`src/rtl/ara_pkg.sv`:
```
// Shared vector-lane types: VRF word addresses, instruction IDs, data/strobe widths
// and the result-queue payload carried from the functional units to the VRF.
package ara_pkg;

  localparam int unsigned NrLanes        = 0;
  localparam int unsigned ELEN           = 64;
  localparam int unsigned NrVInsn        = 8;
  localparam int unsigned VaddrWidth     = (NrLanes > 1) ? 16 - $clog2(NrLanes) : 16;
  localparam int unsigned NrResultQueues = 5;

  typedef logic [ELEN-1:0]            elen_t;
  typedef logic [ELEN/8-1:0]          strb_t;
  typedef logic [$clog2(NrVInsn)-1:0] vid_t;
  typedef logic [VaddrWidth-1:0]      vaddr_t;

  typedef enum logic [2:0] {
    AluRes   = 3'd0,
    MfpuRes  = 3'd1,
    MaskuRes = 3'd2,
    SlduRes  = 3'd3,
    VlduRes  = 3'd4
  } result_queue_e;

  typedef struct packed {
    vaddr_t addr;
    vid_t   id;
    elen_t  wdata;
    strb_t  be;
  } result_entry_t;

  // Index width that never collapses to zero bits.
  function automatic int unsigned idx_width(input int unsigned n);
    return (n > 1) ? unsigned'($clog2(n)) : 1;
  endfunction

endpackage

```
`src/rtl/result_buffer.sv`:
```
// Small per-source result FIFO with flush; flush and reset empty it on the next edge.
module result_buffer
  import ara_pkg::*;
#(
  parameter int unsigned Depth = 2
) (
  input  logic          clk,
  input  logic          rst,
  input  logic          flush,
  input  logic          push,
  input  logic          pop,
  input  result_entry_t wdata,
  output result_entry_t rdata,
  output logic          full,
  output logic          empty
);

  localparam int unsigned PtrW = idx_width(Depth);
  localparam int unsigned CntW = idx_width(Depth + 1);

  result_entry_t   mem [Depth];
  logic [PtrW-1:0] rd_q, wr_q;
  logic [CntW-1:0] cnt_q;

  function automatic logic [PtrW-1:0] ptr_inc(input logic [PtrW-1:0] p);
    return (p == PtrW'(Depth - 1)) ? '0 : p + 1'b1;
  endfunction

  assign full  = (cnt_q == CntW'(Depth));
  assign empty = (cnt_q == '0);
  assign rdata = mem[rd_q];

  // Storage is not reset: occupancy alone defines which entries are live.
  always_ff @(posedge clk) begin
    if (push) mem[wr_q] <= wdata;
  end

  always_ff @(posedge clk) begin
    if (rst || flush) begin
      rd_q  <= '0;
      wr_q  <= '0;
      cnt_q <= '0;
    end else begin
      if (push) wr_q <= ptr_inc(wr_q);
      if (pop)  rd_q <= ptr_inc(rd_q);
      case ({push, pop})
        2'b10:   cnt_q <= cnt_q + 1'b1;
        2'b01:   cnt_q <= cnt_q - 1'b1;
        default: cnt_q <= cnt_q;
      endcase
    end
  end

endmodule

```
`src/rtl/vrf_result_queues_stage.sv`:
```
// Lane writeback stage: buffers VFU results per source and round-robins the heads
// onto the single VRF write port; the pointer advances only on accepted writes.
module vrf_result_queues_stage
  import ara_pkg::*;
#(
  parameter int unsigned ResultBufDepth = 2
) (
  input  logic                      clk_i,
  input  logic                      rst_i,
  input  logic [NrResultQueues-1:0] result_req_i,
  input  vaddr_t                    result_addr_i  [NrResultQueues],
  input  vid_t                      result_id_i    [NrResultQueues],
  input  elen_t                     result_wdata_i [NrResultQueues],
  input  strb_t                     result_be_i    [NrResultQueues],
  output logic [NrResultQueues-1:0] result_gnt_o,
  output logic [NrResultQueues-1:0] result_done_o,
  input  logic [NrResultQueues-1:0] result_flush_i,
  output logic                      vrf_req_o,
  output vaddr_t                    vrf_addr_o,
  output elen_t                     vrf_wdata_o,
  output strb_t                     vrf_be_o,
  output vid_t                      vrf_id_o,
  output result_queue_e             vrf_src_o,
  input  logic                      vrf_gnt_i
);

  localparam int unsigned NQ   = NrResultQueues;
  localparam int unsigned SrcW = $bits(result_queue_e);

  logic [NQ-1:0]   full, empty, cand, pop;
  result_entry_t   in_entry [NQ];
  result_entry_t   heads    [NQ];
  logic [SrcW-1:0] rr_q, winner, idx;
  logic [SrcW:0]   sum;
  logic            found;

  // Acceptance looks only at registered occupancy, never at this cycle's pop.
  assign result_gnt_o = result_req_i & ~full & ~result_flush_i;
  assign cand         = ~empty & ~result_flush_i;

  for (genvar k = 0; k < NQ; k++) begin : g_buf
    assign in_entry[k] = '{addr:  result_addr_i[k],
                           id:    result_id_i[k],
                           wdata: result_wdata_i[k],
                           be:    result_be_i[k]};

    result_buffer #(.Depth(ResultBufDepth)) i_buf (
      .clk   (clk_i),
      .rst   (rst_i),
      .flush (result_flush_i[k]),
      .push  (result_gnt_o[k]),
      .pop   (pop[k]),
      .wdata (in_entry[k]),
      .rdata (heads[k]),
      .full  (full[k]),
      .empty (empty[k])
    );
  end

  // Round-robin search starting at rr_q.
  always_comb begin
    winner = rr_q;
    found  = 1'b0;
    sum    = '0;
    idx    = '0;
    for (int unsigned off = 0; off < NQ; off++) begin
      sum = {1'b0, rr_q} + (SrcW+1)'(off);
      if (sum >= (SrcW+1)'(NQ)) sum = sum - (SrcW+1)'(NQ);
      idx = sum[SrcW-1:0];
      if (!found && cand[idx]) begin
        winner = idx;
        found  = 1'b1;
      end
    end
  end

  always_comb begin
    vrf_req_o   = found;
    vrf_src_o   = AluRes;
    vrf_addr_o  = '0;
    vrf_wdata_o = '0;
    vrf_be_o    = '0;
    vrf_id_o    = '0;
    pop         = '0;
    if (found) begin
      vrf_src_o   = result_queue_e'(winner);
      vrf_addr_o  = heads[winner].addr;
      vrf_wdata_o = heads[winner].wdata;
      vrf_be_o    = heads[winner].be;
      vrf_id_o    = heads[winner].id;
    end
    for (int unsigned k = 0; k < NQ; k++) begin
      pop[k] = found & vrf_gnt_i & (winner == SrcW'(k));
    end
  end

  assign result_done_o = pop;

  always_ff @(posedge clk_i) begin
    if (rst_i) begin
      rr_q <= '0;
    end else if (found && vrf_gnt_i) begin
      rr_q <= (winner == SrcW'(NQ - 1)) ? '0 : winner + 1'b1;
    end
  end

endmodule
```
`config.mk`:
```
export PLATFORM = sky130hd
export DESIGN_NAME = vrf_result_queues_stage
export DESIGN_NICKNAME = d
export VERILOG_FILES = /design/src/rtl/ara_pkg.sv /design/src/rtl/result_buffer.sv /design/src/rtl/vrf_result_queues_stage.sv
export SDC_FILE = /design/constraint.sdc
export NUM_CORES = 1
export LEC_CHECK = 0
export ABC_AREA = 1
export ABC_CLOCK_PERIOD_IN_PS = 13300
export BUFFER_PORTS_ARGS = -buffer_cell sky130_fd_sc_hd__buf_2
export CAP_MARGIN = 20
export CORE_MARGIN = 8
export CORE_UTILIZATION = 55
export CTS_CLUSTER_SIZE = 24
export DETAILED_ROUTE_END_ITERATION = 12
export PLACE_DENSITY_LB_ADDON = 0.12
export SYNTH_ARGS = -nofsm -noshare
export SYNTH_HDL_FRONTEND = slang
export SYNTH_SLANG_ARGS = --single-unit
```
`constraint.sdc`:
```
create_clock -name clk_i -period 13.3 [get_ports clk_i]
set_input_delay 1.33 -clock clk_i [delete_from_list [all_inputs] [get_ports clk_i]]
set_output_delay 1.33 -clock clk_i [all_outputs]
set_load 0.02 [all_outputs]
```
==> results.txt <==
Status - finished, final reports clean
Placed cell area - 44060 um2
Crit path arrival time - 7.55 ns
Synth Cell Area - 40510 um2
Core Region - 72960 um2
Main combinational cell family by area after synthesis - simple AND/OR/NAND/NOR gates
Final Wtd Congestion - 0.8451
Initial antenna violation count - 90
Die ar. - 82580 um2
Inserted Clock Buffers - 95
Setup TNS - 0 ns
Detailed-route wire length per cell - 25.09 um
Crit path cell chain - inv_1 -> ha_1 -> inv_1 -> fa_1 -> inv_1 -> nand2_1 -> nand2_1 -> o21ai_1 -> nand3_1 -> nand2_1 -> nand2_1 -> nand2_1 -> nand4_1 -> nand3_1 -> nand3_1 -> nand2_8 -> nand2_8 -> inv_4 -> buf_4 -> nand3_1 -> nand2_1 -> nand2_1 -> nor2_1 -> buf_2
Cell Rows - 99
CTS Sinks - 938
Critical path's largest stage delay - 0.82 ns
Skew-Pair Late Insertion Delay - 0.64 ns
Post-route design area - 47350 um2
Die height - 287.4 um
CP Max Fanout - 114
Io pins - 573
Nets - 4244
Unrepaired setup endpoints after global routing - false
Slew @ Worst Pin - 1.117 ns
CTS H-tree lvls - 3
Max Cap Viol - 0
Hold Vio Cnt, Final - 0
Setup CP Type - flip-flop to primary output
Detailed placement HPWL - 79600 um
Synth warnings - 0
XOR/XNOR Fraction of Synth Area - 0.04325%
Drc violations - 0
Buffers on Ports - 572
Total wire length - 122100 um
Clk pin slew, worst setup/hold paths - 0.06 ns
Post-Synthesis Mean Instance Area - 12.49 um2
Pin count of the biggest net entering global routing - 115
Initial core utilization - 55.52%
Clock root buffer - clkbuf_16
CP Data Required Time - 11.97 ns
Adder-Cell Fraction of Synth Area - 0.4819%
Syn Nets - 3726
Crit-path most repeated cell - nand2_1
Compound-gate portion of the synthesized area - 0.4788%
Buffer depth of the longest clock path - 3
GR Util All Layers - 28.61%
CTS tree - yes
Post_cts resized - 0
Slowest CP cell - inv_4
Register area share after synthesis - 68.85%
DRT antenna net count - 0
First-pass GRT wire length - 176300 um
Cells after Synth - 3243
Multiplexer share of the synthesized area - 11.53%
Area growth syn-to-layout - 16.90%
Rel. slew slack - 25.51%
DRT iter0 DRCs - 2523
Startpoint Class - flip-flop
Vias in the first global route - 27850
Via Count - 27650
Crit. End Element - primary output
DR vias/cell - 5.681
Final min period - 8.885 ns
Clock Skew - 0.04016 ns
Share of layout cells above drive strength 1 - 23.16%
Overflow after GRT - 0
Util after Layout - 64.90%
Fmax - 112.6 MHz
Simple-Gate Fraction of Synth Area - 15.55%
Pre-Repair DR Iteration Count - 5
Number of synthesized register bits - 938
Hold_buf cts - 0
Die X - 287.4 um
Yosys cell types - 36
Final setup vio count - 0
Hold Crit Class - flip-flop to flip-flop
Fin crit share - 66.80%
Final Max Tran Viols - 0
Commonest non-fill, non-tap cells in the layout - nand2_1 (1014), edfxtp_1 (910), buf_2 (572), mux2i_1 (364), nand3_1 (312)
Setup Buffers After CTS - 0
Commonest non-fill, non-tap cell in the layout - nand2_1
[state kept, by name, summed over array words and instances, names as in the netlist, named ones only]
name / flops
g_buf.i_buf.cnt_q: 10
g_buf.i_buf.mem: 910
g_buf.i_buf.rd_q: 5
g_buf.i_buf.wr_q: 5
rr_q: 3
[synth_stat cells]
master	count	area share (%)
nor2_8	1	0.049
or2_2	4	0.062
o21ai_2	1	0.022
xnor2_1	1	0.022
edfxtp_1	910	67
buf_2	80	0.99
o211ai_1	5	0.093
nand4_1	11	0.17
nand3_1	312	3.9
nand2_4	1	0.028
clkbuf_1	73	0.68
nor2_1	151	1.4
buf_6	4	0.11
mux2i_1	364	9.0
nand3b_1	3	0.056
nor3_1	20	0.25
fa_1	1	0.049
nor2_2	3	0.046
buf_4	30	0.56
nand2_1	1016	9.4
o21a_1	1	0.019
o21ai_1	5	0.062
nand4_2	1	0.031
o21ai_0	9	0.11
nand2_2	6	0.093
mux2_2	91	2.5
dfxtp_1	28	1.4
buf_1	5	0.046
nand3_2	4	0.099
ha_1	14	0.43
o21bai_1	4	0.074
a21oi_1	8	0.099
inv_1	65	0.60
clkinv_1	1	0.0093
xor2_1	1	0.022
inv_2	9	0.083
[critical path, delay by kind of cell (launching register included)]
kind,cells,cell delay [ns]
AO/OA/AOI/OAI,1,0.21
adder cells (fa/ha/maj),2,0.48
buffers and inverters,6,2.24
flip-flops,1,0.71
AND/OR/NAND/NOR,15,3.11
[area by class of cell]
class	instances	area (um2)
Sequential cell	938	27910
Tap cell	959	1200
Timing Repair Buffer	613	3211
Antenna cell	68	170.2
Inverter	75	291.5
Clock buffer	112	2484
Multi-Input combinational cell	2038	11500
Clock inverter	63	585.6
Fill cell	5558	25610
[layer usage]
| metal | vias to the layer above | track usage (%) | wire, um |
|---|---|---|---|
| met5 | - | 0 | 320 |
| met4 | 50 | 9.936 | 3832 |
| met3 | 269 | 7.959 | 11840 |
| met2 | 1250 | 48.05 | 59720 |
| met1 | 13540 | 35.48 | 46390 |
| li1 | 12530 | - | - |
[cell families after synthesis]
logic type,count (synthesis)
simple gates,1533
flops,938
mux,455
buf+inv,267
compound gates,33
fa+ha+maj,15
xor+xnor,2
[worst paths after layout]
path / cells past startpoint / end / slack, ns / from
min reg2reg: 2 / g_buf[0].i_buf.rd_q / 0.50 / g_buf[0].i_buf.rd_q
max reg2reg: 23 / g_buf[2].i_buf.cnt_q[0] / 6.50 / rr_q[0]
max: 24 / vrf_wdata_o[18] / 4.42 / rr_q[0]
min: 2 / g_buf[0].i_buf.rd_q / 0.50 / g_buf[0].i_buf.rd_q
[through the flow]
step / instances / setup slack (ns) / hold slack (ns)
2_1_floorplan: 3243 / 7.208 / 0.4669
3_3_place_gp: 4621 / 5.126 / 0.4756
3_5_place_dp: 4621 / 5.133 / 0.4858
4_1_cts: 4796 / 4.433 / 0.4986
5_1_grt: 4827 / 3.856 / 0.5330
6_report: 4866 / 4.415 / 0.4964
Power is not shown: default switching activity piles up to over one toggle a cycle in this logic, so the estimate is an artifact.
